File: src/rtl/mult_seq_pkg.sv
// Shared types and size defaults for the digit-serial multiplier.
package mult_seq_pkg;

  typedef enum logic [1:0] {
    IDLE = 2'd0,
    MUL  = 2'd1,
    DONE = 2'd2
  } seq_state_e;

  localparam int DEF_WIDTH = 4;
  localparam int DEF_DIGIT = 2;

  // Number of MUL cycles spent on one operand pair.
  function automatic int mul_cycles(input int width, input int digit);
    return (width / digit) * (width / digit);
  endfunction

endpackage

File: src/rtl/mult_digit_core.sv
// Combinational DIGIT x DIGIT unsigned multiplier; the only arithmetic core the
// sequencer shares across all digit pairs.
module mult_digit_core #(
  parameter int DIGIT = 2
) (
  input  logic [DIGIT-1:0]   a,
  input  logic [DIGIT-1:0]   b,
  output logic [2*DIGIT-1:0] p
);

  assign p = a * b;

endmodule

File: src/rtl/mult_digit_sequencer.sv
// Digit-serial WIDTH x WIDTH unsigned multiplier, result NDIG^2+1 cycles after accept.
// No overlap: in_ready stays low until the held result is taken with out_ready.
module mult_digit_sequencer
  import mult_seq_pkg::*;
#(
  parameter int WIDTH = DEF_WIDTH,
  parameter int DIGIT = DEF_DIGIT
) (
  input  logic                 clk,
  input  logic                 rst,
  input  logic                 in_valid,
  input  logic [WIDTH-1:0]     in_a,
  input  logic [WIDTH-1:0]     in_b,
  output logic                 in_ready,
  output logic                 out_valid,
  output logic [2*WIDTH-1:0]   out_p,
  input  logic                 out_ready,
  output logic                 busy
);

  localparam int NDIG  = WIDTH / DIGIT;
  localparam int IDX_W = (NDIG > 1) ? $clog2(NDIG) : 1;
  localparam logic [IDX_W-1:0] LAST = IDX_W'(NDIG - 1);

  seq_state_e           state_q, state_d;
  logic [WIDTH-1:0]     a_q, b_q;
  logic [IDX_W-1:0]     i_q, j_q;
  logic [2*WIDTH-1:0]   acc_q, acc_sum, pp_ext;
  logic [DIGIT-1:0]     a_dig, b_dig;
  logic [2*DIGIT-1:0]   pp;
  logic                 accept, last_pair;

  assign in_ready  = (state_q == IDLE);
  assign busy      = (state_q == MUL) || (state_q == DONE);
  assign accept    = in_valid & in_ready;
  assign last_pair = (i_q == LAST) && (j_q == LAST);

  assign a_dig = a_q[i_q*DIGIT +: DIGIT];
  assign b_dig = b_q[j_q*DIGIT +: DIGIT];

  mult_digit_core #(.DIGIT(DIGIT)) u_core (
    .a (a_dig),
    .b (b_dig),
    .p (pp)
  );

  // Digit pair (i,j) carries weight 2^(DIGIT*(i+j)).
  assign pp_ext  = (2*WIDTH)'(pp);
  assign acc_sum = acc_q + (pp_ext << (DIGIT * (int'(i_q) + int'(j_q))));

  always_comb begin
    state_d = state_q;
    case (state_q)
      IDLE:    if (accept) state_d = MUL;
      MUL:     if (last_pair) state_d = DONE;
      DONE:    if (out_ready) state_d = IDLE;
      default: state_d = IDLE;
    endcase
  end

  always_ff @(posedge clk or posedge rst) begin
    if (rst) begin
      state_q   <= IDLE;
      a_q       <= '0;
      b_q       <= '0;
      i_q       <= '0;
      j_q       <= '0;
      acc_q     <= '0;
      out_valid <= 1'b0;
      out_p     <= '0;
    end else begin
      state_q   <= state_d;
      out_valid <= (state_d == DONE);
      case (state_q)
        IDLE: begin
          if (accept) begin
            a_q   <= in_a;
            b_q   <= in_b;
            acc_q <= '0;
            i_q   <= '0;
            j_q   <= '0;
          end
        end
        MUL: begin
          acc_q <= acc_sum;
          // j is the inner index, i the outer one.
          if (j_q == LAST) begin
            j_q <= '0;
            i_q <= i_q + 1'b1;
          end else begin
            j_q <= j_q + 1'b1;
          end
          if (last_pair) out_p <= acc_sum;
        end
        default: ;
      endcase
    end
  end

endmodule

File: config.mk
export PLATFORM = sky130hd
export DESIGN_NAME = mult_digit_sequencer
export DESIGN_NICKNAME = d
export VERILOG_FILES = /design/src/rtl/mult_seq_pkg.sv /design/src/rtl/mult_digit_core.sv /design/src/rtl/mult_digit_sequencer.sv
export SDC_FILE = /design/constraint.sdc
export NUM_CORES = 1
export LEC_CHECK = 0
export CORE_MARGIN = 8
export CORE_UTILIZATION = 54
export CTS_CLUSTER_DIAMETER = 200
export DETAILED_ROUTE_END_ITERATION = 7
export PLACE_DENSITY = 0.78
export SETUP_SLACK_MARGIN = 0.4
export SKIP_LAST_GASP = 1
export SYNTH_ARGS = -nofsm -noshare
export SYNTH_HDL_FRONTEND = slang
export SYNTH_SLANG_ARGS = --single-unit
export TNS_END_PERCENT = 10
File: constraint.sdc
create_clock -name clk -period 3 [get_ports clk]
set_input_delay 0.9 -clock clk [delete_from_list [all_inputs] [get_ports clk]]
set_output_delay 0.9 -clock clk [all_outputs]
set_load 0.02 [all_outputs]
==> results of run 1 <==
per-layer routing:
layer,vias to the layer above,part of all wire,GRT usage
met5,-,0,0
met2,20,0.50,0.282
met4,0,0.020,0.0822
li1,672,-,-
met3,8,0.035,0.0413
met1,692,0.44,0.193
state kept, by name (all words and copies together), names as in the netlist:
name / cells
i_q: 1
out_p: 8
b_q: 4
acc_q: 8
a_q: 4
out_valid: 1
state_q: 2
j_q: 1
path summary, 6_finish.rpt:
path / startpoint / endpoint / slack (ps)
setup / recovery: i_q$_DFFE_PP0P_ / acc_q[6]$_DFFE_PP0P_ / 170
hold / removal: out_p[0]$_DFFE_PP0P_ / out_p[0]$_DFFE_PP0P_ / 510
setup reg to reg: i_q$_DFFE_PP0P_ / acc_q[6]$_DFFE_PP0P_ / 170
hold reg to reg: out_p[0]$_DFFE_PP0P_ / out_p[0]$_DFFE_PP0P_ / 510
max in group asynchronous: rst / j_q$_DFFE_PP0P_ / 1760
min in group asynchronous: rst / a_q[3]$_DFFE_PP0P_ / 940
cell type report:
cell class	count	share of cell area
Multi-Input combinational cell	127	0.472
Sequential cell	29	0.323
Timing Repair Buffer	36	0.144
Clock buffer	7	0.0244
Tap cell	44	0.0244
Inverter	7	0.0117
power by group through the flow:
| stage | Combinational, mW | Sequential, mW | Clock (mW) |
|---|---|---|---|
| detailed placement | 1.32 | 0.663 | 0 |
| global placement | 1.27 | 0.655 | 0 |
| global route | 1.76 | 0.699 | 0.258 |
| finish | 1.61 | 0.678 | 0.241 |
| CTS | 1.48 | 0.670 | 0.250 |
| floorplan | 0.900 | 0.687 | 0 |
worst reg2reg max path, stage by stage (launching register included):
cell      delay [ps]
dfrtp_2          440
mux2i_2          300
nor2_1            80
ha_2             200
ha_4             280
mux2i_4           60
nor2_1           120
ha_2             310
nor2b_2          170
o21ai_2          150
a21boi_2         100
or4_4            480
nand3_2           70
timing repair:
action,4_1_cts,5_1_grt
setup endpoints to repair,11,11
pin swaps,9,12
resized for setup,10,10
gates cloned,0,0
buffers inserted,8,2
cells in the mapped netlist (all sizes together), types with 3 or more instances:
cell	count	area [um^2]
dfrtp	29	726
a21oi	3	15.0
xnor2	3	26.3
mux2	14	158
ha	14	175
mux2i	7	70.1
nor2	16	60.1
o21ai	13	65.1
nand2	14	52.6
nor2b	8	52.6
a22o	7	61.3
nand2b	5	31.3
inv	7	26.3
a211oi	3	22.5
logic make-up (layout without fill, tap and decap cells):
kind of cell / Yosys count / in the layout / share of synthesized area
compound gates: 33 / 33 / 0.127
xor+xnor: 5 / 5 / 0.0334
buf+inv: 10 / 50 / 0.0225
simple gates: 53 / 53 / 0.150
flops: 29 / 29 / 0.421
fa+ha+maj: 15 / 15 / 0.113
mux: 21 / 21 / 0.132
metrics by stage:
stage                     total power, mW  instance area (um^2)  setup WS, ps
after global routing                 2.72                  2250          68.1
after global placement               1.93                  2040          77.3
after detailed placement             1.98                  2040         -98.4
after floorplan                      1.59                  1750           269
after CTS                            2.40                  2190           174
final                                2.53                  2250           169
==> results.sh, run 1 <==
export IMPL_cp_num_buf_inv=0
export IMPL_htree_levels=2
export IMPL_min_delay_path_depth=1
export IMPL_outcome="complete, no violations"
export IMPL_ys_warn_count=0
export IMPL_cts_tree="built"
export IMPL_cp_arrival_ps=3100
export IMPL_syn_area_per_cell_um2=10.4
export IMPL_antenna_found_initial=0
export IMPL_worst_path_stages=12
export IMPL_synth_seq_cells=29
export IMPL_syn_to_final_growth_pct=30.8
export IMPL_crit_chain="mux2i_2 -> nor2_1 -> ha_2 -> ha_4 -> mux2i_4 -> nor2_1 -> ha_2 -> nor2b_2 -> o21ai_2 -> a21boi_2 -> or4_4 -> nand3_2"
export IMPL_detailed_place_hpwl_um=2690
export IMPL_grt_pass1_vias=1471
export IMPL_vias_per_cell=5.57
export IMPL_final_common_cell="dfrtp_1"
export IMPL_ant_nets=0
export IMPL_drv_slew=0
export IMPL_pin_count=23
export IMPL_nNetsFinal=233
export IMPL_crit_required_ps=3270
export IMPL_ys_seq_area_frac=0.421
export IMPL_stdcell_count=250
export IMPL_die_x_um=72.5
export IMPL_finalSetupTns_ps=0
export IMPL_hold_viol=0
export IMPL_dr_pass1_iters=4
export IMPL_synth_edf_count=0
export IMPL_power_frac_comb=0.637
export IMPL_critical_path_top_delay_family="simple AND/OR/NAND/NOR gates"
export IMPL_multi_input_area_um2=1060
export IMPL_fmax_mhz=353
export IMPL_yosys_most_used_dff="dfrtp_1"
export IMPL_ys_types=36
export IMPL_cts_sinks=29
export IMPL_drt_iter0_markers=99
export IMPL_grt_use_total=0.168
export IMPL_pwr_share_seq=0.268
export IMPL_internal_power_mw=1.45
export IMPL_clkTransAtPathRegs_ps=90
export IMPL_num_rows=20
export IMPL_switching_share=0.427
export IMPL_die_h_um=72.5
export IMPL_nFillCells=222
export IMPL_cts_buffer_depth=2
export IMPL_critPathKind="reg -> reg"
export IMPL_p_sw_mw=1.08
export IMPL_irDropWorstVdd_uv=640
export IMPL_whs_ps=507
export IMPL_path_max_fanout=5
export IMPL_synthArstFlopShare=1.00
export IMPL_skew_ps=9.91
export IMPL_critPathLaunchType="flip-flop"
export IMPL_place_gp_congestion=0.858
export IMPL_drt_wl_total_um=4020
export IMPL_wl_per_cell_um=16.1
export IMPL_vias=1392
export IMPL_timing_final_crit_period_ps=2830
export IMPL_max_stage_delay_ps=480
export IMPL_utilization=0.738
export IMPL_grt_ovfl_total=0
export IMPL_ctsHoldBuffers=0
export IMPL_syn_nets=193
export IMPL_final_cell_mix="27 x dfrtp_1, 22 x clkdlybuf4s50_1, 15 x nor2_1"
export IMPL_cts_made_buffers=5
export IMPL_grt_pass1_wl_um=6900
export IMPL_cts_root_buf="clkbuf_4"
export IMPL_maxSlewHeadroom=0.447
export IMPL_regArea_um2=728
export IMPL_die_area_um2=5250
export IMPL_p_leak_nw=1.00
export IMPL_setup_viol=0
export IMPL_maxCapViolations=0
export IMPL_crit_slowest_cell="or4_4"
export IMPL_start_util=0.564
export IMPL_netlist_area_um2=1720
export IMPL_synthCells=166
export IMPL_port_buffer_count=22
export IMPL_remaining_drc_errors=0
export IMPL_diodes=0
export IMPL_grt_max_degree=30
export IMPL_fin_crit_sh=0.944
export IMPL_fp_coreArea_um2=3050
export IMPL_power_density_nw_per_um2=1120
export IMPL_clkPwrFrac=0.095
export IMPL_dp_cells=233
export IMPL_rr_worst_depth=12
export IMPL_hp_class="reg -> reg"
export IMPL_cp_end_kind="flip-flop"
export IMPL_drive_gt1_frac=0.223
export IMPL_clkLatencyLatePin_ps=330
export IMPL_worstMarginPinSlew_ps=824
export IMPL_rsz0062_at_grt="yes"
No activity file was read; power rests on OpenSTA's default activity.
==> inputs of run 2 (changes only) <==
--- a/config.mk
+++ b/config.mk
@@ -5,11 +5,11 @@
 export SDC_FILE = /design/constraint.sdc
 export NUM_CORES = 1
 export LEC_CHECK = 0
+export ABC_CLOCK_PERIOD_IN_PS = 3000
 export CORE_MARGIN = 8
-export CORE_UTILIZATION = 54
+export CORE_UTILIZATION = 40
 export CTS_CLUSTER_DIAMETER = 200
 export DETAILED_ROUTE_END_ITERATION = 7
-export PLACE_DENSITY = 0.78
 export SETUP_SLACK_MARGIN = 0.4
 export SKIP_LAST_GASP = 1
 export SYNTH_ARGS = -nofsm -noshare
==> results.sh, run 2 (synthesized netlist as in run 1, its figures left out) <==
export IMPL_cts_root_buf="clkbuf_8"
export IMPL_switching_share=0.417
export IMPL_timing_final_crit_period_ps=2810
export IMPL_die_h_um=81.6
export IMPL_fin_crit_sh=0.936
export IMPL_grt_max_degree=30
export IMPL_clkTransAtPathRegs_ps=60
export IMPL_num_rows=24
export IMPL_die_area_um2=6660
export IMPL_wl_per_cell_um=16.3
export IMPL_critPathKind="reg -> reg"
export IMPL_antenna_found_initial=0
export IMPL_cts_tree="built"
export IMPL_drt_iter0_markers=65
export IMPL_crit_required_ps=3220
export IMPL_final_cell_mix="27 x dfrtp_1, 22 x clkdlybuf4s50_1, 15 x nor2_1"
export IMPL_remaining_drc_errors=0
export IMPL_rr_worst_depth=13
export IMPL_rsz0062_at_grt="yes"
export IMPL_hold_viol=0
export IMPL_stdcell_count=256
export IMPL_grt_pass1_vias=1489
export IMPL_fin_ws_ps=191
export IMPL_hp_class="reg -> reg"
export IMPL_nNetsFinal=232
export IMPL_detailed_place_hpwl_um=2860
export IMPL_vias_per_cell=5.32
export IMPL_cp_end_kind="flip-flop"
export IMPL_dp_cells=242
export IMPL_maxCapViolations=0
export IMPL_min_delay_path_depth=2
export IMPL_drive_gt1_frac=0.235
export IMPL_port_buffer_count=22
export IMPL_maxSlewHeadroom=0.354
export IMPL_dr_pass1_iters=4
export IMPL_worstMarginPinSlew_ps=962
export IMPL_cts_buffer_depth=2
export IMPL_internal_power_mw=1.55
export IMPL_cts_sinks=29
export IMPL_diodes=0
export IMPL_finalPower_mw=2.67
export IMPL_die_x_um=81.6
export IMPL_critPathLaunchType="flip-flop"
export IMPL_grt_use_total=0.134
export IMPL_path_max_fanout=4
export IMPL_grt_pass1_wl_um=6890
export IMPL_drt_wl_total_um=4190
export IMPL_p_leak_nw=0.993
export IMPL_vias=1361
export IMPL_syn_to_final_growth_pct=36.2
export IMPL_reg_largest_list="acc_q x8, out_p x8"
export IMPL_power_frac_comb=0.629
export IMPL_drv_slew=0
export IMPL_skew_ps=6.70
export IMPL_power_density_nw_per_um2=1140
export IMPL_pwr_share_seq=0.260
export IMPL_outcome="complete, no violations"
export IMPL_grt_ovfl_total=0
export IMPL_setup_viol=0
export IMPL_dp_slack_ps=-39.3
export IMPL_irDropWorstVdd_uv=497
export IMPL_clkPwrFrac=0.111
export IMPL_fmax_mhz=356
export IMPL_ant_nets=0
export IMPL_finalSetupTns_ps=0
export IMPL_clkLatencyLatePin_ps=280
export IMPL_htree_levels=2
export IMPL_pin_count=23
export IMPL_cts_made_buffers=5
export IMPL_cp_arrival_ps=3030
export IMPL_place_gp_congestion=0.827
export IMPL_final_common_cell="dfrtp_1"
export IMPL_p_sw_mw=1.11
export IMPL_start_util=0.404
export IMPL_fp_coreArea_um2=4260
==> run 2: worst max-delay path, cell delays in order, from the launching register on <==
cell and delay, ps:
dfrtp_2 460, mux2i_4 210, nor2_1 130, ha_2 210, ha_4 210, mux2i_4 170, nor2_2 70, ha_4 260
nor2b_1 150, o21ai_2 150, a21boi_2 110, buf_4 140, or4_1 390, nand3_1 80
==> run 2: worst paths after layout <==
kind	from	endpoint	slack, ps
min in group asynchronous	rst	a_q[0]$_DFFE_PP0P_	1010
worst min register to register	out_p[2]$_DFFE_PP0P_	out_p[2]$_DFFE_PP0P_	490
worst max register to register	i_q$_DFFE_PP0P_	out_p[6]$_DFFE_PP0P_	190
worst min-delay path	out_p[2]$_DFFE_PP0P_	out_p[2]$_DFFE_PP0P_	490
max in group asynchronous	rst	j_q$_DFFE_PP0P_	1710
worst max-delay path	i_q$_DFFE_PP0P_	out_p[6]$_DFFE_PP0P_	190
==> run 2: cell type report <==
| cell class | count | area [um^2] |
|---|---|---|
| Clock buffer | 5 | 68.8 |
| Clock inverter | 1 | 5.00 |
| Fill cell | 384 | 1920 |
| Inverter | 7 | 26.3 |
| Multi-Input combinational cell | 127 | 1130 |
| Sequential cell | 29 | 728 |
| Tap cell | 52 | 65.1 |
| Timing Repair Buffer | 35 | 325 |
==> run 2: what timing repair did <==
| action | in CTS | in global routing |
|---|---|---|
| buffers inserted | 3 | 5 |
| hold buffers | 0 | 0 |
| resized for setup | 7 | 20 |
| endpoints found under the setup margin | 10 | 12 |
| pin swaps | 7 | 9 |
==> run 2: metrics by stage <==
step	util	hold slack [ps]	area [um^2]
floorplan	-	454	1750
global placement	0.482	472	2060
detailed placement	0.482	480	2060
CTS	0.511	494	2180
global route	0.550	510	2350
finish	0.550	489	2350
==> run 2: power groups by stage <==
| stage | clock network [mW] | logic [mW] | registers [mW] |
|---|---|---|---|
| floorplan | 0 | 0.900 | 0.687 |
| global route | 0.318 | 1.82 | 0.718 |
| detailed placement | 0 | 1.33 | 0.657 |
| finish | 0.295 | 1.68 | 0.694 |
| global placement | 0 | 1.29 | 0.652 |
| CTS | 0.302 | 1.41 | 0.664 |
==> run 2: layer usage <==
metal | up-vias | part of all wire | routed length (um) | GRT usage
met3 | 11 | 0.035 | 146 | 0.0427
met5 | - | 0 | 0 | 0
li1 | 664 | - | - | -
met4 | 0 | 0.028 | 118 | 0.0526
met2 | 23 | 0.50 | 2100 | 0.225
met1 | 663 | 0.44 | 1820 | 0.156
